### config.mk
export PLATFORM = sky130hd
export DESIGN_NAME = vblank_update_scheduler_flat
export DESIGN_NICKNAME = d
export VERILOG_FILES = /design/src/rtl/vblank_update_scheduler_pkg.sv /design/src/rtl/vblank_update_scheduler_if.sv /design/src/rtl/vblank_update_scheduler_rr_arbiter.sv /design/src/rtl/vblank_update_scheduler.sv /design/src/flat_wrapper.sv
export SDC_FILE = /design/constraint.sdc
export NUM_CORES = 1
export LEC_CHECK = 0
export CORE_MARGIN = 8
export CORE_UTILIZATION = 40
export DETAILED_ROUTE_END_ITERATION = 8
export GPL_TIMING_DRIVEN = 0
export PLACE_DENSITY = 0.71
export SLEW_MARGIN = 25
export SYNTH_ARGS = -nofsm -noshare
export SYNTH_HDL_FRONTEND = slang
export SYNTH_SLANG_ARGS = --single-unit
### constraint.sdc
create_clock -name i_pix_clk -period 3.3 [get_ports i_pix_clk]
set_clock_uncertainty 0.2 [all_clocks]
set_input_delay 0.66 -clock i_pix_clk [delete_from_list [all_inputs] [get_ports i_pix_clk]]
set_output_delay 0.66 -clock i_pix_clk [all_outputs]
set_load 0.005 [all_outputs]
### src/rtl/vblank_update_scheduler_pkg.sv
// Shared definitions for the vblank update scheduler: FSM state encoding,
// default requester count and the vertical-blanking test.
package vblank_update_scheduler_pkg;

   typedef enum logic [1:0] {
      ST_IDLE,
      ST_ARB,
      ST_GRANT
   } sched_state_t;

   localparam int N_REQ_DEFAULT = 4;

   // Blanking lies below the active area or above it (negative sy = front porch/sync)
   function automatic logic is_blank(input logic signed [15:0] sy,
                                     input logic signed [15:0] v_res);
      return sy[15] || (sy >= v_res);
   endfunction

endpackage

### src/rtl/vblank_update_scheduler_if.sv
// Request/grant handshake between the update requesters and the scheduler.
interface vblank_update_scheduler_if
   import vblank_update_scheduler_pkg::*;
#(
   parameter int N_REQ = N_REQ_DEFAULT
);

   logic [N_REQ-1:0] req;
   logic [N_REQ-1:0] done;
   logic [N_REQ-1:0] gnt;
   logic             busy;

   modport master (output req, output done, input gnt, input busy);
   modport slave  (input req, input done, output gnt, output busy);

endinterface

### src/rtl/vblank_update_scheduler_rr_arbiter.sv
// Combinational round-robin pick: first eligible bit strictly after the pointer.
module vblank_update_scheduler_rr_arbiter
   import vblank_update_scheduler_pkg::*;
#(
   parameter int N_REQ = N_REQ_DEFAULT,
   parameter int IDX_W = (N_REQ > 1) ? $clog2(N_REQ) : 1
)(
   input  logic [N_REQ-1:0] elig,
   input  logic [IDX_W-1:0] ptr,
   output logic [N_REQ-1:0] winner,
   output logic [IDX_W-1:0] winner_idx,
   output logic             valid
);

   logic [IDX_W-1:0] idx;

   // Scan N_REQ positions starting just past the last winner; the pointer itself is checked last
   always_comb begin
      winner     = '0;
      winner_idx = '0;
      valid      = 1'b0;
      idx        = '0;
      for (int k = 1; k <= N_REQ; k++) begin
         idx = IDX_W'((int'(ptr) + k) % N_REQ);
         if (!valid && elig[idx]) begin
            valid       = 1'b1;
            winner[idx] = 1'b1;
            winner_idx  = idx;
         end
      end
   end

endmodule

### src/rtl/vblank_update_scheduler.sv
// Hands the single game-state update slot to one requester at a time, each at
// most once per frame and only while the display is in vertical blanking.
module vblank_update_scheduler
   import vblank_update_scheduler_pkg::*;
#(
   parameter int N_REQ   = N_REQ_DEFAULT,
   parameter int V_RES   = 720,
   parameter int MAX_GNT = 1024,
   parameter int CNT_W   = 16
)(
   input  logic                     i_pix_clk,
   input  logic                     i_rst_n,
   input  logic signed [15:0]       i_sy,
   input  logic                     i_clr_status,
   vblank_update_scheduler_if.slave upd,
   output logic                     o_window,
   output logic [CNT_W-1:0]         o_frame_cnt,
   output logic [N_REQ-1:0]         o_timeout,
   output logic [N_REQ-1:0]         o_missed
);

   localparam int IDX_W = (N_REQ > 1) ? $clog2(N_REQ) : 1;
   localparam int BW    = $clog2(MAX_GNT + 1);
   localparam logic signed [15:0] V_RES_S = 16'(V_RES);
   localparam logic [BW-1:0]      BUDGET  = BW'(MAX_GNT);

   sched_state_t     state;
   logic [N_REQ-1:0] gnt_q;
   logic             busy_q;
   logic [N_REQ-1:0] served;
   logic [IDX_W-1:0] ptr;
   logic [BW-1:0]    budget_cnt;

   logic [N_REQ-1:0] elig;
   logic [N_REQ-1:0] arb_onehot;
   logic [IDX_W-1:0] arb_idx;
   logic             arb_valid;
   logic             blank_now;
   logic             open_evt;
   logic             close_evt;
   logic [N_REQ-1:0] done_hit_mask;
   logic             done_hit;
   logic             expired;
   logic [N_REQ-1:0] served_eff;
   logic [N_REQ-1:0] timeout_set;
   logic [N_REQ-1:0] missed_set;

   vblank_update_scheduler_rr_arbiter #(
      .N_REQ (N_REQ),
      .IDX_W (IDX_W)
   ) u_arb (
      .elig       (elig),
      .ptr        (ptr),
      .winner     (arb_onehot),
      .winner_idx (arb_idx),
      .valid      (arb_valid)
   );

   // Window edges are taken against the registered flag, so they coincide with o_window changing.
   // A done arriving in the closing cycle still counts as served.
   always_comb begin
      blank_now     = is_blank(i_sy, V_RES_S);
      open_evt      = blank_now & ~o_window;
      close_evt     = ~blank_now & o_window;
      elig          = upd.req & ~served;
      done_hit_mask = (state == ST_GRANT) ? (upd.done & gnt_q) : '0;
      done_hit      = |done_hit_mask;
      expired       = (state == ST_GRANT) && !done_hit && (budget_cnt == BUDGET);
      served_eff    = served | done_hit_mask;
      missed_set    = close_evt ? (upd.req & ~served_eff) : '0;
      timeout_set   = (expired && !close_evt) ? gnt_q : '0;
   end

   // Window open/close override whatever the arbitration FSM is doing that cycle
   always_ff @(posedge i_pix_clk or negedge i_rst_n) begin
      if (!i_rst_n) begin
         state       <= ST_IDLE;
         gnt_q       <= '0;
         busy_q      <= 1'b0;
         served      <= '0;
         ptr         <= IDX_W'(N_REQ - 1);
         budget_cnt  <= '0;
         o_window    <= 1'b0;
         o_frame_cnt <= '0;
         o_timeout   <= '0;
         o_missed    <= '0;
      end else begin
         o_window <= blank_now;

         if (i_clr_status) begin
            o_timeout <= '0;
            o_missed  <= '0;
         end else begin
            o_timeout <= o_timeout | timeout_set;
            o_missed  <= o_missed | missed_set;
         end

         if (open_evt) begin
            o_frame_cnt <= o_frame_cnt + 1'b1;
            served      <= '0;
            gnt_q       <= '0;
            busy_q      <= 1'b0;
            state       <= ST_ARB;
         end else if (close_evt) begin
            served <= served_eff;
            gnt_q  <= '0;
            busy_q <= 1'b0;
            state  <= ST_IDLE;
         end else begin
            case (state)
               ST_IDLE: begin
                  gnt_q  <= '0;
                  busy_q <= 1'b0;
               end
               ST_ARB: begin
                  if (arb_valid) begin
                     gnt_q      <= arb_onehot;
                     busy_q     <= 1'b1;
                     ptr        <= arb_idx;
                     budget_cnt <= BW'(1);
                     state      <= ST_GRANT;
                  end
               end
               ST_GRANT: begin
                  if (done_hit || expired) begin
                     gnt_q  <= '0;
                     busy_q <= 1'b0;
                     served <= served | gnt_q;
                     state  <= ST_ARB;
                  end else begin
                     budget_cnt <= budget_cnt + 1'b1;
                  end
               end
               default: begin
                  gnt_q  <= '0;
                  busy_q <= 1'b0;
                  state  <= ST_IDLE;
               end
            endcase
         end
      end
   end

   assign upd.gnt  = gnt_q;
   assign upd.busy = busy_q;

endmodule

### src/flat_wrapper.sv
// flat-port wrapper written by rule: the top's interface ports become plain ports
module vblank_update_scheduler_flat import vblank_update_scheduler_pkg::*;
#(
   parameter int N_REQ   = N_REQ_DEFAULT,
   parameter int V_RES   = 720,
   parameter int MAX_GNT = 1024,
   parameter int CNT_W   = 16
)
  (i_pix_clk, i_rst_n, i_sy, i_clr_status, o_window, o_frame_cnt, o_timeout, o_missed, upd_req, upd_done, upd_gnt, upd_busy);
  vblank_update_scheduler_if #(.N_REQ(N_REQ)) upd_i ();
  input  logic i_pix_clk;
  input  logic i_rst_n;
  input  logic signed [15:0] i_sy;
  input  logic i_clr_status;
  output logic o_window;
  output logic [CNT_W-1:0] o_frame_cnt;
  output logic [N_REQ-1:0] o_timeout;
  output logic [N_REQ-1:0] o_missed;
  input wire logic [$bits(upd_i.req)-1:0] upd_req;
  input wire logic [$bits(upd_i.done)-1:0] upd_done;
  output wire logic [$bits(upd_i.gnt)-1:0] upd_gnt;
  output wire logic [$bits(upd_i.busy)-1:0] upd_busy;
  assign upd_i.req = upd_req;
  assign upd_i.done = upd_done;
  assign upd_gnt = upd_i.gnt;
  assign upd_busy = upd_i.busy;
  vblank_update_scheduler #(.N_REQ(N_REQ), .V_RES(V_RES), .MAX_GNT(MAX_GNT), .CNT_W(CNT_W)) u_core (.i_pix_clk(i_pix_clk), .i_rst_n(i_rst_n), .i_sy(i_sy), .i_clr_status(i_clr_status), .upd(upd_i), .o_window(o_window), .o_frame_cnt(o_frame_cnt), .o_timeout(o_timeout), .o_missed(o_missed));
endmodule
==> Yosys cells after proc, flatten, opt, wreduce, memory -nomap -nowiden <==
Index checks and enable logic that the tools add are counted.
{ "totals": {"elab_cells": 133, "input_bits": 27, "output_inout_bits": 30, "register_bits": 49} }
{ "classes": {"add_sub_neg": 6, "order_cmp": 9, "eq_ne": 8, "bitwise_logic": 18, "n_mux": 55, "n_reduce_logical": 27} }
{ "ops": {"columns": ["operator", "count"], "rows": [
  ["two-way mux 4 bit", 17],
  ["OR 4 bit", 7],
  ["two-way mux 11 bit", 2],
  ["case mux 11 bit (2 select lines)", 1],
  ["adder 16 x 1 -> 16 bit (second input constant)", 1],
  [">= comparator 16 x 11 -> 1 bit (second input constant)", 1],
  ["two-way mux 1 bit", 16],
  ["two-way mux 2 bit", 8],
  ["bitwise AND 4 bit", 3],
  ["< comparator 2 x 3 -> 1 bit (second input constant)", 4],
  ["adder 11 x 1 -> 11 bit (second input constant)", 1],
  ["equality test 11 bit (second input constant)", 1],
  ["logical AND 1 bit", 10],
  ["binary-select mux 1 bit (select 2 bit)", 4],
  ["demux 1 bit (select 2 bit)", 4],
  [">= comparator 2 x 1 -> 1 bit (second input constant)", 4],
  ["NOT 4 bit", 2],
  ["case mux 4 bit (2 select lines)", 1],
  ["case mux 2 bit (3 select lines)", 1],
  ["nonzero test 3 bit", 2],
  ["zero test 1 bit", 5],
  ["AND reduction 5 bit", 1],
  ["adder 2 x 1 -> 2 bit (second input constant)", 2],
  ["adder 2 bit (second input constant)", 2],
  ["17 further kinds", 23]
]} }

==> Logic depth before layout (Yosys ltp) <==
Gate-level depths: netlist (run 1).
{ "depth": {"depth_word": 18, "mapped_depth": 11, "ltp_nobuf": 10} }

==> Modules after synthesis <==
From an unflattened synthesis (run 1), not the netlist that was laid out.
{ "hier_totals": {"cells_unflattened": 317, "hier_area_um2": 3094.2} }
{ "modules_own_cells": {"columns": ["module", "n_inst", "seq_area_each_um2", "cells_per_inst", "area_each_um2"], "rows": [
  ["vblank_update_scheduler", 1, 1228.7, 231, 2464.9],
  ["vblank_update_scheduler_rr_arbiter", 1, 0.0, 86, 629.4]
]} }

==> Worst setup path after synthesis (run 1) <==
No wires, ideal clock.
{ "synth_path": {"kind": "register -> register", "startpoint": "register u_core.ptr[0]", "endpoint": "register u_core.gnt_q[0] (netlist: u_core.upd.gnt[0])", "setup_ps": 144, "path_stages_with_launch": 11, "period_less_slack_ps": 2911, "n_path_buf": 2, "setup_slack_ps": 389, "arrival_time_ps": 2567, "required_ps": 2956, "cell_sequence": "dfstp_2 buf_6 clkinv_1 ha_1 buf_2 or4b_4 o31ai_2 a21o_4 nor2b_2 a222oi_1 o221ai_1"} }
{ "synth_via": {"elab_chain_cells": 17, "elab_cells_between_ends": 55, "classes_between": "4 x add/sub; 8 x order compare; 1 x eq/ne; 28 x mux; 3 x bitwise; 11 x reduce/logical"} }
{ "synth_rtl": {"columns": ["item", "line", "source"], "rows": [
  ["from (decl)", "vblank_update_scheduler.sv:31", "logic [IDX_W-1:0] ptr;"],
  ["from (signal assigned)", "vblank_update_scheduler.sv:81", "ptr <= IDX_W'(N_REQ - 1);"],
  ["from (signal assigned)", "vblank_update_scheduler.sv:119", "ptr <= arb_idx;"],
  ["parallel branches: the longest is 17 deep, another holds < comparator 2 x 3 -> 1 bit", null, null],
  ["to (signal assigned)", "vblank_update_scheduler.sv:117", "gnt_q <= arb_onehot;"],
  ["to (decl)", "vblank_update_scheduler.sv:28", "logic [N_REQ-1:0] gnt_q;"]
]} }
Parallel ways; which one is timed is not known. The select of a mux whose other input is x is not followed.
A chain may end at the register's enable or synchronous reset.

==> Worst setup path after layout (run 1) <==
{ "layout_path": {"startpoint": "register u_core.ptr[0]", "endpoint": "register u_core.gnt_q[1] (netlist: u_core.upd.gnt[1])"} }
Same word-level chain as after synthesis.

==> metrics, run 1 <==
EDFF count, synth 0; worst r2r src u_core.ptr[0]; Ys Warns 0; final net count 409; non-filler instance count after layout 465; Hold Crit Class primary input to async pin; layout cells sized above 1 0.0956; Slew Viols, Final 0; register area 1230 um2; routability congestion estimate 0.900; ANT cells 0; Distinct cells, synth 55; Async SR Flop Fraction 1.00; HPWL Detailed 5280 um; Least-Margin Pin Slew 0.621 ns; Post-Layout Inst Area 3640 um2; wire length per cell 15.4 um; # H-tree levels 2; GRT overflow 0; number of max-cap violations 0; Synth Register Bits 49; Port Buf Inserts 51; number of global-route vias before repair 2378; cts bufs inserted 5; CP startpoint kind flip-flop; die height 101 um; minimum clock period 3.18 ns; antenna violations before repair 0; All-Layer GR Usage 0.142; Pint 0.00124 W; pwr dens 591 nW/um2; dpl ws -0.271 ns; largest net degree at the start of global routing 50; combinational power share 0.461; first-iteration detailed-routing DRC count 174; syn_area_per_cell 9.44 um2; Worst setup EP type flip-flop; status completed; Filler cells 666; dpl cell area 3530 um2; Reg-to-Reg End u_core.upd.gnt[1]; worst path required time 3.27 ns; Post-Syn Instances 307; CP Max Fanout 10; Post-Syn Area 2900 um2; VDD IR max 0.354 mV; Multi-input gate area 1580 um2; Leak 1.57 nW; fmax 315 MHz; Net Count, Synth 351; # setup viols final 0; Area Overhead vs Synth 25.8%; Clock Sinks 49; vias per inst 5.43; Crit Path Class flip-flop to flip-flop; sequential-to-total area share from yosys stat 0.424; R2R Setup Slk 0.12 ns; Net Sw Frac 0.423; RSZ-0062 raised after global routing yes; TNS Setup 0 ns; post-CTS setup repair buffer count 0; post-route ant nets 0; starting density of the core 0.406; drt total wl 7180 um; core area 7140 um2; detailed-route DRC error count 0; crit path DAT 3.14 ns; Flop pwr share 0.367; row count 31; I/O pin count 57; die width 101 um; setup ws final 0.125 ns; DP Cell Count 457; 1st-pass router iterations 6; die area 10200 um2; Clk pwr share 0.172; Post-synth top flop dfrtp_1; Worst R2R Path Depth 10; CTS tree built; first-pass GRT wire length 11800 um; clk_lat worst skew 0.31 ns; CTS Root Cell clkbuf_8; fin crit share 0.962; clock slew at reported path FFs 0.10 ns; max_slew headroom 0.586; Psw 0.000911 W; buffer depth of the longest clock path 2; Vias 2526; hold violation total from the final report 0
through the flow:
step	total power (W)	util	hold WS, ns
final	0.00215	0.511	0.157
after global routing	0.00232	0.511	0.208
after CTS	0.00214	0.508	0.188
after detailed placement	0.00176	0.495	0.273
after global placement	0.00174	0.495	0.262
after floorplan	0.00147	-	0.164
sequential cells by signal, summed over array words and instances (netlist names):
name                count
u_core.o_window         1
u_core.o_missed         4
u_core.upd.gnt          4
u_core.o_timeout        4
u_core.state            2
u_core.served           4
u_core.o_frame_cnt     16
u_core.budget_cnt      11
u_core.upd.busy         1
u_core.ptr              2
layout by cell type, fill, tap and decap left out, drive strengths merged, types with 2 or more instances in the layout:
master,n
nor4b,2
a22o,5
dfstp,2
nand4,8
clkdlybuf4s50,50
dfrtp,47
or4b,2
clkinvlp,2
o211ai,2
a21o,3
a222oi,4
nand3,19
nand2b,5
nor3,12
nand2,39
buf,9
o221ai,6
nor2b,5
inv,15
ha,17
nor2,23
a31oi,9
o21ai,11
nand4b,2
xnor2,11
a21oi,11
nand3b,3
xor2,5
a311o,2
mux2i,3
clkbuf,7
and3,10
worst max path at each step:
stage,depth (start not counted),slack (ns),startpoint,to
after global placement,10,-0.24,i_sy[5],u_core.upd.gnt[1]
after floorplan,10,0.39,u_core.ptr[0],u_core.upd.gnt[0]
after CTS,10,0.06,u_core.ptr[0],u_core.upd.gnt[0]
after global routing,10,-0.02,u_core.ptr[0],u_core.upd.gnt[0]
final,10,0.12,u_core.ptr[0],u_core.upd.gnt[1]
after detailed placement,10,-0.27,i_sy[5],u_core.upd.gnt[3]
power groups by stage:
stage / clock [W] / sequential (W) / combinational (W)
finish: 0.000371 / 0.000791 / 0.000992
global route: 0.000410 / 0.000805 / 0.00110
CTS: 0.000385 / 0.000788 / 0.000968
detailed placement: 0 / 0.000798 / 0.000959
global placement: 0 / 0.000796 / 0.000946
floorplan: 0 / 0.000772 / 0.000697
logic make-up (layout without fill, tap and decap cells):
| group | Yosys count | after routing | share of synthesized area |
|---|---|---|---|
| muxes | 4 | 4 | 0.0142 |
| AOI/OAI and AO/OA | 58 | 58 | 0.144 |
| xor gates and xnor gates | 16 | 16 | 0.0484 |
| adders and majority gates | 17 | 17 | 0.0734 |
| buffers and inverters | 25 | 84 | 0.0380 |
| and+or+nand+nor | 138 | 138 | 0.258 |
| DFF | 49 | 49 | 0.424 |
Yosys cell counts (all sizes together) (3+ instances only):
cell type | count | area (um2)
a21o | 3 | 30.0
a21oi | 11 | 55.1
a222oi | 4 | 40.0
a22o | 5 | 43.8
a31oi | 9 | 56.3
and3 | 10 | 65.1
buf | 9 | 50.1
dfrtp | 47 | 1180
ha | 17 | 213
inv | 14 | 52.6
mux2i | 3 | 30.0
nand2 | 39 | 149
nand2b | 5 | 31.3
nand3 | 19 | 95.1
nand3b | 3 | 22.5
nand4 | 8 | 71.3
nor2 | 23 | 86.3
nor2b | 5 | 33.8
nor3 | 12 | 60.1
o21ai | 11 | 55.1
o221ai | 6 | 52.6
xnor2 | 11 | 96.3
xor2 | 5 | 43.8
worst max-delay path, cell delays in order, from the launching register on:
cell,delay [ns]
dfstp_2,0.61
buf_6,0.17
clkinvlp_4,0.22
ha_1,0.35
buf_2,0.18
or4b_4,0.49
o31ai_2,0.09
a21o_4,0.16
nor2b_2,0.07
a222oi_1,0.33
o221ai_1,0.18
layout make-up:
cell class / count / area share
clock inverter: 3 / 0.00584
buffer: 10 / 0.0151
sequential: 49 / 0.337
timing repair buffer: 51 / 0.139
tap: 99 / 0.0340
inverter: 15 / 0.0165
clock buffer: 5 / 0.0189
multi-input combinational: 233 / 0.433
routing by layer:
metal | global-route usage | share of wire | vias up
met1 | 0.196 | 0.48 | 1195
li1 | - | - | 1227
met5 | 0 | 0 | -
met3 | 0.0359 | 0.072 | 6
met4 | 0.0309 | 0.0079 | 0
met2 | 0.216 | 0.44 | 98
timing repair:
item	4_1_cts	5_1_grt
hold buffers	0	0
resized for setup	1	5
endpoints found under the setup margin	1	7
pin swaps	0	0
No activity file was read; power rests on OpenSTA's default activity.
==> run 2, diff against run 1 <==
CORE_UTILIZATION = 52   (was 40)
PLACE_DENSITY = 0.87   (was 0.71)
==> run 2 against run 1 <==
  * Fmax is 2.3% higher
  * Non-clock buffer count is 5 higher
  * First-iteration DRC count is 13% higher
  * Largest cell class unchanged
  * Total power is 8.3% higher
  * Design area is 2.1% higher
  * Sequential power hardly changed
  * Combinational power is 5% higher
  * Critical path type is now primary input to flip-flop
  * Routed wire length is 3.8% higher
  * Hold slack worse by 0.070 ns
  * Worst setup slack better by 0.071 ns
==> metrics, run 2 (synthesized netlist as in run 1, its figures left out) <==
Worst setup EP type flip-flop; Leak 1.62 nW; Slew Viols, Final 0; ANT cells 0; Clock Sinks 49; worst-path cell chain clkdlybuf4s50_1 > o211a_1 > o21ai_0 > nand4_1 > ha_4 > inv_1 > a31oi_4 > o2111ai_2 > buf_2 > buf_4 > nand2_1 > o221ai_1; Hold Crit Class primary input to async pin; die area 8220 um2; Worst R2R Path Depth 10; most frequent cells in the layout clkdlybuf4s50_1 (50), dfrtp_1 (47), nand2_1 (38), nor2_1 (22), nand3_1 (19); TNS Setup 0 ns; non-filler instance count after layout 443; first-pass GRT wire length 12500 um; I/O pin count 57; top flop regs u_core.o_frame_cnt: 16 flops, u_core.budget_cnt: 11 flops; clock slew at reported path FFs 0.09 ns; clk_lat worst skew 0.31 ns; worst r2r src u_core.ptr[0]; final core utilization 0.684; largest net degree at the start of global routing 32; Crit Path Class primary input to flip-flop; worst path required time 3.28 ns; HPWL Detailed 5480 um; Flop pwr share 0.338; core area 5440 um2; GRT overflow 0; Psw 0.000915 W; Reg-to-Reg End u_core.upd.gnt[0]; max_slew headroom 0.609; fin crit share 0.941; Least-Margin Pin Slew 0.586 ns; slowest CP cell clkdlybuf4s50_1; CP Max Fanout 10; antenna violations before repair 0; final net count 414; pwr dens 627 nW/um2; routability congestion estimate 0.887; drt total wl 7460 um; post-route ant nets 0; status completed; Max stage delay on crit path 0.40 ns; Port Buf Inserts 51; layout cells sized above 1 0.108; Largest register FFs 16; die width 90.7 um; All-Layer GR Usage 0.181; crit path DAT 3.08 ns; Vias 2662; Net Sw Frac 0.392; vias per inst 6.01; starting density of the core 0.533; CTS Root Cell clkbuf_8; number of global-route vias before repair 2521; wire length per cell 16.8 um; Area Overhead vs Synth 28.5%; Pint 0.00142 W; cts bufs inserted 5; CP startpoint kind primary input; 1st-pass router iterations 6; CTS tree built; most common cell after layout, fill and taps aside clkdlybuf4s50_1; # setup viols final 0; combinational power share 0.445; first-iteration detailed-routing DRC count 196; buffer depth of the longest clock path 2; dpl cell area 3510 um2; Post-Layout Inst Area 3720 um2; minimum clock period 3.10 ns; Filler cells 409; R2R Setup Slk 0.24 ns; detailed-route DRC error count 0; hold violation total from the final report 0; Clk pwr share 0.217; row count 27; DP Cell Count 431; fmax 322 MHz; # H-tree levels 2; VDD IR max 0.301 mV; largest register by flop count u_core.o_frame_cnt; number of max-cap violations 0; die height 90.7 um
[run 2: cell types whose count changed in the layout (fill, tap and decap cells not counted), sizes merged]
cell | previous run | this run
buf | 9 | 15
inv | 15 | 14
bufinv | 0 | 2
clkbuf | 7 | 6
clkinvlp | 2 | 1
[run 2: through the flow]
stage               hold slack (ns)  setup WS, ns  power (W)
floorplan                     0.164         0.389    0.00147
global placement              0.260        -0.154    0.00173
detailed placement            0.274        -0.236    0.00176
CTS                           0.105        0.0450    0.00227
global route                  0.112       -0.0217    0.00250
finish                       0.0873         0.195    0.00233
[run 2: layer usage]
metal	vias to the layer above	wire, um	share of wire	track usage
met2	124	3510	0.47	0.280
li1	1233	-	-	-
met4	0	119	0.016	0.0638
met3	14	562	0.075	0.0457
met5	-	0	0	0.00641
met1	1291	3260	0.44	0.238
[run 2: worst max-delay path by stage]
stage	startpoint	slack (ns)	endpoint	depth (start not counted)
6_report	i_sy[5]	0.20	u_core.budget_cnt[2]	12
5_1_grt	i_sy[4]	-0.02	u_core.budget_cnt[5]	12
4_1_cts	i_sy[5]	0.04	u_core.budget_cnt[2]	12
3_5_place_dp	i_sy[5]	-0.24	u_core.budget_cnt[2]	12
3_3_place_gp	i_sy[5]	-0.15	u_core.upd.gnt[0]	10
2_1_floorplan	u_core.ptr[0]	0.39	u_core.upd.gnt[0]	10
[run 2: what timing repair did]
item / in CTS / in global routing
resized for setup: 0 / 7
hold buffers: 0 / 0
setup endpoints to repair: 0 / 16
setup buffers: 0 / 4
[run 2: worst max-delay path, delay by kind of cell]
kind            cells  cell delay (ns)
simple gates        2             0.29
compound gates      5             0.89
buf+inv             4             0.90
fa+ha+maj           1             0.35
[run 2: power groups by stage]
stage / combinational (W) / sequential, W / clock [W]
after floorplan: 0.000697 / 0.000772 / 0
after global placement: 0.000933 / 0.000794 / 0
after detailed placement: 0.000966 / 0.000797 / 0
after CTS: 0.000980 / 0.000786 / 0.000508
after global routing: 0.00116 / 0.000806 / 0.000537
final: 0.00104 / 0.000790 / 0.000507
[run 2: final cells by class]
type / count / area (um2) / area share
Clock buffer: 5 / 68.8 / 0.0185
Multi-Input combinational cell: 233 / 1600 / 0.430
Clock inverter: 3 / 65.1 / 0.0175
Timing Repair Buffer: 56 / 556 / 0.149
Inverter: 15 / 60.1 / 0.0161
Buffer: 10 / 53.8 / 0.0145
Tap cell: 72 / 90.1 / 0.0242
Sequential cell: 49 / 1230 / 0.330
